[config.mk]
export PLATFORM = sky130hd
export DESIGN_NAME = psram_spi_ctrl
export DESIGN_NICKNAME = d
export VERILOG_FILES = /design/src/rtl/psram_spi_ctrl.sv
export SDC_FILE = /design/constraint.sdc
export NUM_CORES = 1
export LEC_CHECK = 0
export CORE_ASPECT_RATIO = 0.9
export CORE_MARGIN = 2
export CORE_UTILIZATION = 40
export CTS_BUF_LIST = sky130_fd_sc_hd__clkbuf_8
export DETAILED_ROUTE_END_ITERATION = 8
export PLACE_DENSITY = 0.63
export SLEW_MARGIN = 40
export SYNTH_ARGS = -nofsm -noshare
export SYNTH_HDL_FRONTEND = slang
export SYNTH_SLANG_ARGS = --single-unit
[constraint.sdc]
create_clock -name clk -period 2.1 [get_ports clk]
set_input_delay 0.21 -clock clk [delete_from_list [all_inputs] [get_ports clk]]
set_output_delay 0.21 -clock clk [all_outputs]
set_load 0.01 [all_outputs]
[src/rtl/psram_spi_ctrl.sv]
// psram_spi_ctrl: CPU strobe bus to 1-bit SPI PSRAM bridge.
// One bus access becomes one CE-framed mode-0 transaction.
module psram_spi_ctrl #(
  parameter int ADDR_WIDTH = 23,
  parameter int CLK_DIV    = 2,
  parameter int FAST_READ  = 1,
  parameter int CE_GAP     = 2
) (
  input  logic                  clk,
  input  logic                  resetn,
  input  logic [ADDR_WIDTH-1:0] mem_addr,
  input  logic                  mem_rstrb,
  input  logic [31:0]           mem_wdata,
  input  logic [3:0]            mem_wmask,
  output logic [31:0]           mem_rdata,
  output logic                  mem_rbusy,
  output logic                  mem_wbusy,
  output logic                  ram_ce_n,
  output logic                  ram_sclk,
  output logic                  ram_mosi,
  input  logic                  ram_miso
);

  localparam logic [2:0] S_IDLE  = 3'd0;
  localparam logic [2:0] S_CMD   = 3'd1;
  localparam logic [2:0] S_ADDR  = 3'd2;
  localparam logic [2:0] S_DUMMY = 3'd3;
  localparam logic [2:0] S_DATA  = 3'd4;
  localparam logic [2:0] S_GAP   = 3'd5;

  localparam logic [4:0] DIV_LO = 5'(CLK_DIV - 1);
  localparam logic [4:0] DIV_HI = 5'(2 * CLK_DIV - 1);
  localparam logic [3:0] GAP_LAST = 4'(CE_GAP - 1);
  localparam logic [7:0] RD_CMD =
    (FAST_READ != 0) ? 8'h0B : 8'h03;
  localparam logic [7:0] WR_CMD = 8'h02;

  logic [2:0]  state;
  logic [4:0]  div_cnt;
  logic [5:0]  bit_cnt;
  logic [3:0]  gap_cnt;
  logic [63:0] tx_sr;
  logic [30:0] rx_sr;
  logic        is_wr;
  logic [5:0]  data_last;

  logic        wr_req;
  logic        rd_req;
  logic [1:0]  lo;
  logic [1:0]  hi;
  logic [2:0]  nbytes;
  logic [31:0] wsh;
  logic [31:0] wpack;
  logic [23:0] req_addr;
  logic [63:0] tx_load;
  logic [31:0] rx_next;
  logic        unused_ok;

  // Request decode: lane span, start address, shift image.
  always_comb begin
    wr_req = |mem_wmask;
    rd_req = mem_rstrb & ~wr_req;
    if (mem_wmask[0])      lo = 2'd0;
    else if (mem_wmask[1]) lo = 2'd1;
    else if (mem_wmask[2]) lo = 2'd2;
    else                   lo = 2'd3;
    if (mem_wmask[3])      hi = 2'd3;
    else if (mem_wmask[2]) hi = 2'd2;
    else if (mem_wmask[1]) hi = 2'd1;
    else                   hi = 2'd0;
    nbytes = {1'b0, hi} - {1'b0, lo} + 3'd1;
    wsh = mem_wdata >> {lo, 3'b000};
    wpack = {wsh[7:0], wsh[15:8],
             wsh[23:16], wsh[31:24]};
    req_addr = '0;
    req_addr[ADDR_WIDTH-1:0] =
      {mem_addr[ADDR_WIDTH-1:2],
       wr_req ? lo : 2'b00};
    tx_load = wr_req
      ? {WR_CMD, req_addr, wpack}
      : {RD_CMD, req_addr, 32'h0};
    rx_next = {rx_sr, ram_miso};
    unused_ok = &{1'b0, mem_addr[1:0]};
  end

  assign ram_mosi = tx_sr[63];

  // Sequencer: SPI bit timing, phase walk, busy flags.
  always_ff @(posedge clk or negedge resetn) begin
    if (!resetn) begin
      state     <= S_IDLE;
      div_cnt   <= '0;
      bit_cnt   <= '0;
      gap_cnt   <= '0;
      tx_sr     <= '0;
      rx_sr     <= '0;
      is_wr     <= 1'b0;
      data_last <= '0;
      mem_rdata <= '0;
      mem_rbusy <= 1'b0;
      mem_wbusy <= 1'b0;
      ram_ce_n  <= 1'b1;
      ram_sclk  <= 1'b0;
    end else begin
      unique case (state)
        S_IDLE: begin
          if (wr_req || rd_req) begin
            state     <= S_CMD;
            ram_ce_n  <= 1'b0;
            ram_sclk  <= 1'b0;
            div_cnt   <= '0;
            bit_cnt   <= 6'd7;
            tx_sr     <= tx_load;
            is_wr     <= wr_req;
            data_last <= wr_req
              ? {nbytes, 3'b000} - 6'd1
              : 6'd31;
            mem_wbusy <= wr_req;
            mem_rbusy <= rd_req;
          end
        end
        S_GAP: begin
          if (gap_cnt == GAP_LAST) begin
            state     <= S_IDLE;
            mem_rbusy <= 1'b0;
            mem_wbusy <= 1'b0;
          end else begin
            gap_cnt <= gap_cnt + 4'd1;
          end
        end
        default: begin
          if (div_cnt == DIV_LO) begin
            ram_sclk <= 1'b1;
            div_cnt  <= div_cnt + 5'd1;
            if (state == S_DATA && !is_wr) begin
              rx_sr <= rx_next[30:0];
              if (bit_cnt == 6'd0)
                mem_rdata <= {rx_next[7:0],
                              rx_next[15:8],
                              rx_next[23:16],
                              rx_next[31:24]};
            end
          end else if (div_cnt == DIV_HI) begin
            ram_sclk <= 1'b0;
            div_cnt  <= '0;
            tx_sr    <= {tx_sr[62:0], 1'b0};
            if (bit_cnt != 6'd0) begin
              bit_cnt <= bit_cnt - 6'd1;
            end else begin
              unique case (state)
                S_CMD: begin
                  state   <= S_ADDR;
                  bit_cnt <= 6'd23;
                end
                S_ADDR: begin
                  if (!is_wr && FAST_READ != 0) begin
                    state   <= S_DUMMY;
                    bit_cnt <= 6'd7;
                  end else begin
                    state   <= S_DATA;
                    bit_cnt <= data_last;
                  end
                end
                S_DUMMY: begin
                  state   <= S_DATA;
                  bit_cnt <= data_last;
                end
                default: begin
                  state    <= S_GAP;
                  ram_ce_n <= 1'b1;
                  gap_cnt  <= '0;
                  tx_sr    <= '0;
                end
              endcase
            end
          end else begin
            div_cnt <= div_cnt + 5'd1;
          end
        end
      endcase
    end
  end

endmodule

==> results.md, run 1 <==
* Remaining number of nets flagged by the antenna check after routing at 0
* Register cell area after layout at between 3000 and 4000 um^2
* Number of placement rows at 47
* Total of warnings raised by yosys at 0
* Critical-path maximum fanout at 6
* Maximum ir drop on the vdd rail at around 0.65 mV
* Fill cell count at 1623
* Setup crit start: div_cnt[1]
* Top post-synthesis cells by area: sky130_fd_sc_hd__dfrtp_1, sky130_fd_sc_hd__mux2_2, sky130_fd_sc_hd__nor3_1
* H-tree depth reported by CTS at 4
* Met1 Routed Length at 8740 um
* Reg-to-Reg Start: div_cnt[1]
* Run status: finished with violations
* Sum of met3 wire segment lengths after detailed routing at 1130 um
* Width of the die at 150 um
* Share of synthesized area occupied by flip-flops and latches at 50.5%
* Clk buf depth at 2
* Worst-case register-to-register setup slack at -0.04 ns
* Library cell occupying the most area in the post-synthesis netlist: sky130_fd_sc_hd__dfrtp_1
* Startpoint type of the worst setup path: flop
* Aggregate routed wire length at 19900 um
* Static leakage power at approximately 4.4 nW
* Worst-Margin Slew at 0.724 ns
* Maximum number of pins on one net before global-route repair at 58
* Highest routing layer actually used: met4
* Required @ worst endpoint at roughly 2.4 ns
* Via count of the first global-routing pass at between 6000 and 7000
* Root cell of the clock tree: sky130_fd_sc_hd__clkbuf_8
* Port-buffer cells at 97
* First-pass GRT wire length at approximately 32000 um
* Sum of met2 wire segment lengths after detailed routing at 9710 um
* Register-to-Register Path Depth at 8
* Worst Setup End Kind: flop
* Fraction of layout instances using a drive strength above 1 at 27.2%
* Total routing usage reported by global routing at 19.8%
* Number of buffers created by CTS at 17
* Routed len/inst at 18.3 um
* Most used flip-flop cell after synthesis: sky130_fd_sc_hd__dfrtp_1
* Height of the chip at 135 um
* Number of primary I/O pins at 100
* Post-detailed-placement half-perimeter wirelength at 13200 um
* Synthesized area divided by synthesized cell count at 10.9 um^2
* Via count at 6279
* Post-detailed-route via-to-cell ratio at about 5.8
* Flop and latch count out of synthesis at 154
* Area occupied by multi-input gates at 3690 um^2
* Cell Count, Final, Fillers Out at 1088
* Sum of overflow across all layers after global routing at 0
* Number of DRC markers after the initial detailed-route iteration at around 330
* Synth async-reset ratio at between 90% and 100%
* Violated checks: negative setup slack
* Hold Violations, Final at 0
* Insertion delay to the later sink of the worst-skew pair at 0.46 ns
* Top cells by count, synth: sky130_fd_sc_hd__dfrtp_1, sky130_fd_sc_hd__mux2_2, sky130_fd_sc_hd__nor3_1, sky130_fd_sc_hd__a21oi_1, sky130_fd_sc_hd__clkbuf_1
* Final clock period utilization by the worst path at 102%
* Pre-antenna DRT Iters at 4
* Slack of the critical path at -0.0439 ns
* Distinct cell type count after synthesis at 65
* Number of pins with negative max-slew slack in the final report at 0
* Path type of the worst setup path: flop to flop
* Capture point of the critical path: bit_cnt[3]
* Most frequent cell after synthesis: sky130_fd_sc_hd__dfrtp_1
* Layout Area Growth over Synthesis at 31.6%
* Post-route cell area at 10000 um^2
* Post-Synthesis Net Count at between 700 and 800
* Number of remaining DRC errors at 0
* Rel. slew slack at 51.6%
* Number of sinks handled by clock tree synthesis at ~150
* Max-cap check violation count at 0
* Cell count after synthesis at 702
* Worst hold path type: primary input to asynchronous set/reset pin
* Highest attainable clock frequency at ~470 MHz
* # diodes at 0
* CTS tree: built
* Total design power at 12.4 mW
* Antenna violations before repair at 0
* # placed instances at 1039
* Routability congestion estimate from global placement at around 0.9
* Areal power density over the cells at between 1000 and 1500 nW/um^2
* Core Footprint at roughly 19000 um^2
* Instance area after placement at 9120 um^2
* Netlist area before placement at between 7000 and 8000 um^2
* Final-report setup violation count at 16
* Post-layout minimum cycle time at 2.14 ns
* Area enclosed by the die boundary at ~20000 um^2
* Initial Util at between 40% and 50%
* CTS clk-pin slew, worst paths at 0.09 ns
* Clock skew at ~0.014 ns
* Unrepaired setup endpoints after global routing: true
* Pre-CTS setup slack at -0.209 ns
* Reg-to-reg endpoint: bit_cnt[3]
* Nets at 902
* Number of synthesized flops with an enable pin at 0
* Area share of the largest cell type after synthesis at 50.2%
* WP data arrival at 2.49 ns
-- layout by cell type, fill, tap and decap left out, drive strengths merged, types with 7 or more instances in the layout --
cell | synthesis | final
a221o | 8 | 8
nor2b | 13 | 13
nand3 | 30 | 30
nor2 | 12 | 12
a21oi | 38 | 38
mux2 | 73 | 73
nand2 | 31 | 31
nor3b | 11 | 11
dfrtp | 153 | 153
clkdlybuf4s50 | 0 | 96
o2bb2ai | 10 | 10
clkbuf | 37 | 21
a22oi | 15 | 15
inv | 21 | 27
a31oi | 21 | 21
buf | 22 | 69
nor4 | 7 | 7
o21ai | 32 | 32
a221oi | 9 | 9
nand4 | 7 | 7
a31o | 9 | 9
nor3 | 42 | 42
a21o | 14 | 14
ha | 9 | 9
a32oi | 9 | 9
nand2b | 12 | 12
-- cell families (layout without fill, tap and decap cells) --
logic type	after synthesis	after routing	share of synthesized area (%)
DFF	154	154	50.5
xor gates and xnor gates	4	4	0.459
muxes	74	74	10.9
adders and majority gates	9	9	1.48
AOI/OAI and AO/OA	192	192	17.6
and+or+nand+nor	189	189	14.4
buffers and inverters	80	221	4.67
-- power by group --
group | switching, mW | total (mW) | internal [mW]
combinational | 3.05 | 6.03 | 2.98
clock | 1.14 | 2.15 | 1.01
sequential | 0.480 | 4.22 | 3.74
total | 4.67 | 12.4 | 7.72
-- flip-flops by register name (all words and copies together) (netlist names) --
name,flops
bit_cnt,6
rx_sr,31
ram_sclk,1
data_last,4
ram_ce_n,1
mem_rdata,32
state,3
is_wr,1
mem_wbusy,1
gap_cnt,4
div_cnt,5
mem_rbusy,1
tx_sr,64
-- metrics by stage --
stage	TNS [ns]	hold WS [ns]	util (%)
CTS	-3.66	0.293	52.7
finish	-0.209	0.281	54.2
floorplan	0	-0.0856	-
global route	-6.55	0.303	54.2
detailed placement	-7.31	0.222	49.2
global placement	-5.46	0.217	49.2
-- worst max-delay path, stage by stage (launching register included) --
cell and delay (ns):
sky130_fd_sc_hd__dfrtp_1 0.41, sky130_fd_sc_hd__ha_4 0.16, sky130_fd_sc_hd__or4b_4 0.49, sky130_fd_sc_hd__nor4_4 0.23
sky130_fd_sc_hd__buf_4 0.19, sky130_fd_sc_hd__buf_6 0.12, sky130_fd_sc_hd__buf_12 0.13, sky130_fd_sc_hd__o32ai_1 0.08
sky130_fd_sc_hd__a32o_1 0.22
-- cell type report --
type                    instances  area share (%)
clock buffers                  19            2.61
clock inverters                13            1.18
inverters                      21           0.785
multi-input cells             468            36.7
flip-flops and latches        154            38.4
well taps                     245            3.05
repair buffers                168            17.2
-- worst min-delay path by stage --
stage | start | end | slack, ns | depth (start not counted)
after CTS | resetn | tx_sr[28] | 0.29 | 2
after global placement | resetn | tx_sr[27] | 0.22 | 1
after detailed placement | resetn | tx_sr[28] | 0.22 | 1
final | resetn | tx_sr[28] | 0.28 | 2
after floorplan | resetn | bit_cnt[0] | -0.09 | 0
after global routing | resetn | tx_sr[28] | 0.30 | 2
-- routing by layer --
layer | vias up | track usage [%]
met4 | 0 | 5.34
met1 | 3131 | 26.4
met2 | 211 | 32.4
met5 | - | 0
li1 | 2912 | -
met3 | 25 | 4.83
-- what timing repair did --
item / CTS / global route
hold endpoints to repair: 53 / 0
hold buffers: 1 / 0
resized for setup: 41 / 44
gates cloned: 0 / 3
pin swaps: 6 / 11
endpoints found under the setup margin: 73 / 136
setup buffers: 10 / 4
Note: power is estimated with default switching activity, not from simulation.
==> run 2, diff against run 1 <==
--- a/config.mk
+++ b/config.mk
@@ -10,8 +10,8 @@
 export CORE_UTILIZATION = 40
 export CTS_BUF_LIST = sky130_fd_sc_hd__clkbuf_8
 export DETAILED_ROUTE_END_ITERATION = 8
-export PLACE_DENSITY = 0.63
-export SLEW_MARGIN = 40
+export PLACE_DENSITY = 0.61
+export SLEW_MARGIN = 20
 export SYNTH_ARGS = -nofsm -noshare
 export SYNTH_HDL_FRONTEND = slang
 export SYNTH_SLANG_ARGS = --single-unit
==> constraint.sdc (replaced) <==
create_clock -name clk -period 2.7 [get_ports clk]
set_input_delay 0.27 -clock clk [delete_from_list [all_inputs] [get_ports clk]]
set_output_delay 0.27 -clock clk [all_outputs]
set_load 0.01 [all_outputs]
==> run 2 against run 1 <==
  * The flow now finishes without violations
  * Die area stayed put
  * Global-route usage shrank 0.56 points
  * Count of clock-buffer cells in the layout increased by 1
  * First-iteration DRC count grew 44%
  * Routed wire length decreased by 6.0%
  * Critical path depth fell by 3
  * Non-clock buffer count is 46 lower
  * Utilization fell by 4.1 points
  * Fmax decreased by 15%
  * Sequential share of layout area increased by 3.1 points
  * Final cell count shrank 4.3%
==> results.md, run 2 (synthesis gave the netlist of run 1 again) <==
* Post-detailed-route via-to-cell ratio at 5.85 (+1.3%)
* CTS tree: built
* Routed len/inst at 17.9 um (-1.8%)
* Core Footprint at 18500 um^2 (unchanged)
* Port-buffer cells at 97 (unchanged)
* Aggregate routed wire length at 18700 um (-6.0%)
* CTS clk-pin slew, worst paths at 0.09 ns (about the same)
* Root cell of the clock tree: sky130_fd_sc_hd__clkbuf_8
* Critical-path maximum fanout at 54 (+48)
* Worst-Margin Slew at 0.850 ns (+0.125 ns)
* Maximum ir drop on the vdd rail at 0.691 mV (+6.9%)
* Buffers inserted during post-CTS setup optimization at 0 (-10)
* Worst-case register-to-register setup slack at 0.19 ns (+0.23 ns)
* H-tree depth reported by CTS at 4 (unchanged)
* Aggregate negative setup slack at 0 ns (+0.209 ns)
* Nets at 856 (-5.1%)
* Max stage delay on crit path at 0.55 ns (+0.06 ns)
* Run status: completed
* WP data arrival at 2.87 ns (+0.38 ns)
* Clk buf depth at 2 (unchanged)
* Flip-flop count of the largest register, all copies and words added at 64 (unchanged)
* Highest attainable clock frequency at 398 MHz (-15%)
* Required @ worst endpoint at 3.05 ns (+0.61 ns)
* Master of the slowest instance on the critical path: sky130_fd_sc_hd__dfrtp_1
* Post-detailed-placement half-perimeter wirelength at 12200 um (-7.1%)
* Worst Setup End Kind: flop
* Largest delay contributor family on the critical path: compound AO/OA/AOI/OAI gates
* Crit path buffers/inverters at 1 (-2)
* Layout Area Growth over Synthesis at 21.6%
* Maximum number of pins on one net before global-route repair at 67 (+16%)
* Static leakage power at 4.04 nW (-7.2%)
* Initial Util at 41.2% (unchanged)
* Max-cap check violation count at 0 (unchanged)
* Total routing usage reported by global routing at 19.2% (-0.56 points)
* Reg-to-reg endpoint: bit_cnt[0]
* Worst hold path type: primary input to asynchronous set/reset pin
* Startpoint type of the worst setup path: flop
* Instance area after placement at 8870 um^2 (-2.8%)
* Number of remaining DRC errors at 0 (unchanged)
* Slack of the critical path at 0.187 ns (+0.231 ns)
* Areal power density over the cells at 918 nW/um^2 (-26%)
* Final-report setup violation count at 0 (-16)
* Number of pins with negative max-slew slack in the final report at 0 (unchanged)
* Sum of overflow across all layers after global routing at 0 (unchanged)
* Pre-CTS setup slack at 0.180 ns (+0.390 ns)
* Unrepaired setup endpoints after global routing: false
* Most common cell after layout, fill and taps aside: sky130_fd_sc_hd__dfrtp_1
* Number of DRC markers after the initial detailed-route iteration at 474 (+44%)
* Reg-to-Reg Start: state[2]
* Number of placement rows at 47 (unchanged)
* Routability congestion estimate from global placement at 0.844 (-7.5%)
* Pre-antenna DRT Iters at 7 (+3)
* Number of buffers created by CTS at 17 (unchanged)
* Final clock period utilization by the worst path at 93.1% (-9.0 points)
* Number of sinks handled by clock tree synthesis at 154 (unchanged)
* First-pass GRT wire length at 31100 um (-2.5%)
* # diodes at 0 (unchanged)
* Insertion delay to the later sink of the worst-skew pair at 0.46 ns (about the same)
* Registers with the highest flip-flop counts: tx_sr: 64 flops, mem_rdata: 32 flops, rx_sr: 31 flops
* Hold Violations, Final at 0 (unchanged)
* Post-route cell area at 9280 um^2 (-7.5%)
* Height of the chip at 135 um (unchanged)
* Top register by number of flip-flops: tx_sr
* Clock skew at 0.0124 ns (-0.00138 ns)
* Area enclosed by the die boundary at 20200 um^2 (unchanged)
* Via count of the first global-routing pass at 6063 (-2.4%)
* Rel. slew slack at 43.2% (-8.4 points)
* Total design power at 8.52 mW (-31%)
* Commonest cells after routing, fill and taps aside: sky130_fd_sc_hd__dfrtp_1, sky130_fd_sc_hd__clkdlybuf4s50_1, sky130_fd_sc_hd__mux2_2, sky130_fd_sc_hd__nor3_1, sky130_fd_sc_hd__a21oi_1
* Width of the die at 150 um (unchanged)
* Path type of the worst setup path: flop to flop
* Via count at 6085 (-3.1%)
* Register-to-Register Path Depth at 5 (-3)
* Critical path, cell by cell: or3_2, a21oi_4, buf_4, o21ai_0, a221oi_1
* Post-layout minimum cycle time at 2.51 ns (+0.369 ns)
* Antenna violations before repair at 0 (unchanged)
* Remaining number of nets flagged by the antenna check after routing at 0 (unchanged)
* Fraction of layout instances using a drive strength above 1 at 17.6% (-9.6 points)
* Number of primary I/O pins at 100 (unchanged)
-- run 2: cell count changes in the layout (fill, tap and decap cells not counted), moves of 6 or more --
cell and change:
sky130_fd_sc_hd__nor3_1 +21, sky130_fd_sc_hd__nor3_2 -17, sky130_fd_sc_hd__buf_12 -8, sky130_fd_sc_hd__o21ai_0 +8, sky130_fd_sc_hd__o21ai_1 -6, sky130_fd_sc_hd__buf_4 -27
-- run 2: layer usage --
layer  track usage (%)  wire, um
met1              26.8      8500
met2              30.0      8750
met4              7.30       366
met3              3.45      1050
met5                 0         0
-- run 2: stage by stage --
stage / hold slack, ns / utilization [%] / std cells
6_report: 0.361 / 50.1 / 1041
3_3_place_gp: 0.314 / 47.9 / 1009
3_5_place_dp: 0.322 / 47.9 / 1009
4_1_cts: 0.356 / 50.1 / 1041
5_1_grt: 0.382 / 50.1 / 1041
2_1_floorplan: -0.0256 / - / 702
-- run 2: worst reg2reg max path, delay by kind of cell (launching register included) --
family	cells	cell delay [ns]
AOI/OAI and AO/OA	3	0.81
buffers and inverters	1	0.52
DFF	1	0.55
and+or+nand+nor	1	0.54
-- run 2: worst max path at each step --
stage,endpoint,start,slack [ns],cells past startpoint
floorplan,data_last[5],mem_wmask[2],0.46,11
global placement,tx_sr[25],mem_wmask[0],0.23,6
detailed placement,tx_sr[25],mem_wmask[0],0.18,6
CTS,bit_cnt[0],state[2],0.22,5
global route,bit_cnt[0],state[2],0.07,5
finish,bit_cnt[0],state[2],0.19,5
-- run 2: power breakdown --
group	switching (mW)	internal, mW
clock network	0.859	0.889
registers	0.378	2.91
logic	1.98	1.51
-- run 2: layout make-up --
| type | instances | area [um^2] |
|---|---|---|
| Fill cell | 1668 | 9250 |
| Clock inverter | 11 | 120 |
| Inverter | 21 | 78.8 |
| Timing Repair Buffer | 122 | 1200 |
| Tap cell | 245 | 307 |
| Sequential cell | 154 | 3850 |
| Multi-Input combinational cell | 468 | 3440 |
| Clock buffer | 20 | 275 |
-- run 2: repair_timing --
action,4_1_cts,5_1_grt
endpoints found under the hold margin,64,0
gates resized for setup,0,0
hold buffers,1,0
==> run 3, diff against run 2 <==
--- a/config.mk
+++ b/config.mk
@@ -10,7 +10,9 @@
 export CORE_UTILIZATION = 40
 export CTS_BUF_LIST = sky130_fd_sc_hd__clkbuf_8
 export DETAILED_ROUTE_END_ITERATION = 8
-export PLACE_DENSITY = 0.61
+export GPL_TIMING_DRIVEN = 0
+export PLACE_DENSITY = 0.68
+export SKIP_CTS_REPAIR_TIMING = 1
 export SLEW_MARGIN = 20
 export SYNTH_ARGS = -nofsm -noshare
 export SYNTH_HDL_FRONTEND = slang
==> run 3 against run 2 <==
  * Clock skew increased by 0.00079 ns
  * Routed wire length increased by 4.4%
  * Sequential cell count unchanged
  * Combinational power increased by 4%
  * First-iteration DRC count increased by 8.0%
  * Final cell count increased by 3.6%
  * Fmax decreased by 2.5%
==> results.md, run 3 (synthesis gave the netlist of run 1 again) <==
* Run status: completed
* Reg-to-Reg Start: state[1]
* Insertion delay to the later sink of the worst-skew pair at 0.45 ns (about the same)
* Number of buffers created by CTS at 17 (unchanged)
* Commonest cells after routing, fill and taps aside: sky130_fd_sc_hd__dfrtp_1, sky130_fd_sc_hd__clkdlybuf4s50_1, sky130_fd_sc_hd__mux2_2, sky130_fd_sc_hd__nor3_1, sky130_fd_sc_hd__a21oi_1
* Post-detailed-placement half-perimeter wirelength at 13800 um (+13%)
* Root cell of the clock tree: sky130_fd_sc_hd__clkbuf_8
* Post-route cell area at 9420 um^2 (+1.5%)
* Fill cell count at 1675 (+0.42%)
* Clk buf depth at 2 (unchanged)
* Number of remaining DRC errors at 0 (unchanged)
* Port-buffer cells at 97 (unchanged)
* Most common cell after layout, fill and taps aside: sky130_fd_sc_hd__dfrtp_1
* First-pass GRT wire length at 31700 um (+1.9%)
* Flip-flop count of the largest register, all copies and words added at 64 (unchanged)
* Fraction of layout instances using a drive strength above 1 at 16.8% (-0.78 points)
* Top register by number of flip-flops: tx_sr
* Worst Hold Margin at 0.380 ns (+0.0188 ns)
* H-tree depth reported by CTS at 4 (unchanged)
* Critical path, cell by cell: clkdlybuf4s50_1, nor2b_1, clkbuf_1, buf_2, or2_2, ha_1, ha_1, inv_1, ha_1, xnor2_1, xnor2_1, a22o_1
* Layout Area Growth over Synthesis at 23.4%
* CTS tree: built
* Maximum ir drop on the vdd rail at 0.383 mV (-44%)
* Height of the chip at 135 um (unchanged)
* Initial Util at 41.2% (unchanged)
* Final-report setup violation count at 0 (unchanged)
* Hold Violations, Final at 0 (unchanged)
* Static leakage power at 4.10 nW (+1.5%)
* # diodes at 0 (unchanged)
* Remaining number of nets flagged by the antenna check after routing at 0 (unchanged)
* Number of placement rows at 47 (unchanged)
* Highest attainable clock frequency at 388 MHz (-2.5%)
* Routed len/inst at 18.1 um (+0.86%)
* Pre-antenna DRT Iters at 5 (-2)
* Number of pins with negative max-slew slack in the final report at 0 (unchanged)
* Register-to-Register Path Depth at 8 (+3)
* Required @ worst endpoint at 3.04 ns (about the same)
* Unrepaired setup endpoints after global routing: false
* Clock skew at 0.0132 ns (+0.000787 ns)
* Antenna violations before repair at 0 (unchanged)
* Sum of overflow across all layers after global routing at 0 (unchanged)
* Max stage delay on crit path at 0.53 ns (-0.02 ns)
* Instance area after placement at 8940 um^2 (+0.82%)
* Post-layout minimum cycle time at 2.58 ns (+0.0639 ns)
* Number of primary I/O pins at 100 (unchanged)
* Area enclosed by the die boundary at 20200 um^2 (unchanged)
* Final clock period utilization by the worst path at 95.4% (+2.4 points)
* Areal power density over the cells at 946 nW/um^2 (+3.0%)
* Width of the die at 150 um (unchanged)
* Registers with the highest flip-flop counts: tx_sr: 64 flops, mem_rdata: 32 flops, rx_sr: 31 flops
* Most frequent cell on the critical path: sky130_fd_sc_hd__ha_1
* Setup crit start: mem_wmask[2]
* Startpoint type of the worst setup path: primary input
* WP data arrival at 2.91 ns (+0.04 ns)
* Number of DRC markers after the initial detailed-route iteration at 512 (+8.0%)
* Worst-Margin Slew at 0.889 ns (+0.0395 ns)
* Post-detailed-route via-to-cell ratio at 5.70 (-2.5%)
* Number of sinks handled by clock tree synthesis at 154 (unchanged)
* CTS clk-pin slew, worst paths at 0.09 ns (about the same)
* Via count of the first global-routing pass at 5997 (-1.1%)
* Worst-case register-to-register setup slack at 0.16 ns (-0.03 ns)
* Routability congestion estimate from global placement at 0.928 (+9.9%)
* Worst Setup End Kind: flop
* Worst hold path type: primary input to asynchronous set/reset pin
* Aggregate routed wire length at 19500 um (+4.4%)
* Path type of the worst setup path: primary input to flop
* Total routing usage reported by global routing at 19.9% (+0.62 points)
* Nets at 892 (+4.2%)
* Critical-path maximum fanout at 10 (-81%)
* Master of the slowest instance on the critical path: sky130_fd_sc_hd__clkdlybuf4s50_1
* Rel. slew slack at 40.3% (-2.9 points)
* Max-cap check violation count at 0 (unchanged)
* Maximum number of pins on one net before global-route repair at 80 (+19%)
* Via count at 6146 (+1.0%)
* Reg-to-reg endpoint: tx_sr[23]
* Core Footprint at 18500 um^2 (unchanged)
==> run 3: cell count changes in the layout (fill, tap and decap cells not counted), sizes merged <==
cell,delta
bufinv,+3
clkbuf,+33
clkinv,-1
clkinvlp,+1
inv,+1
==> run 3: worst max-delay path by stage <==
stage,to,cells past startpoint
after global routing,data_last[5],12
after detailed placement,data_last[5],12
after CTS,data_last[5],12
after global placement,mem_rdata[10],1
final,data_last[5],12
after floorplan,data_last[5],11
==> run 3: final cells by class <==
class                      instances  area, um^2  area share (%)
clock buffer                      17         234            2.49
clock inverter                    15         221            2.35
tap                              245         307            3.26
buffer                            59         283            3.00
inverter                          21        78.8           0.837
timing repair buffer              99        1010            10.8
sequential                       154        3850            40.9
multi-input combinational        468        3420            36.4
==> run 3: routing by layer <==
metal / vias to the layer above / part of all wire [%] / track usage (%) / wire length [um]
met1: 3033 / 48 / 29.6 / 9330
met5: - / 0 / 0 / 0
met3: 25 / 6.0 / 4.53 / 1180
li1: 2877 / - / - / -
met2: 211 / 44 / 29.0 / 8650
met4: 0 / 1.7 / 5.50 / 337
==> run 3: through the flow <==
| stage | total power [mW] | util (%) | TNS [ns] | setup slack [ns] | instances |
|---|---|---|---|---|---|
| after detailed placement | 6.89 | 48.3 | -1.37 | -0.519 | 1045 |
| after global routing | 9.53 | 50.8 | 0 | 0.0117 | 1078 |
| after floorplan | 5.84 | - | 0 | 0.464 | 702 |
| after CTS | 8.91 | 50.7 | -0.0304 | -0.0304 | 1077 |
| after global placement | 6.82 | 48.1 | -794.60 | -5.18 | 1044 |
| final | 8.91 | 50.8 | 0 | 0.123 | 1078 |
==> run 3: power by group <==
| part | switching (mW) | internal [mW] |
|---|---|---|
| combinational | 2.09 | 1.54 |
| clock | 0.901 | 1.10 |
| sequential | 0.368 | 2.90 |
==> run 3: worst max-delay path: cells and delay by family <==
family | cells | cell delay (ns)
xor+xnor | 2 | 0.27
buf+inv | 4 | 1.04
fa+ha+maj | 3 | 0.66
simple gates | 2 | 0.49
compound gates | 1 | 0.18
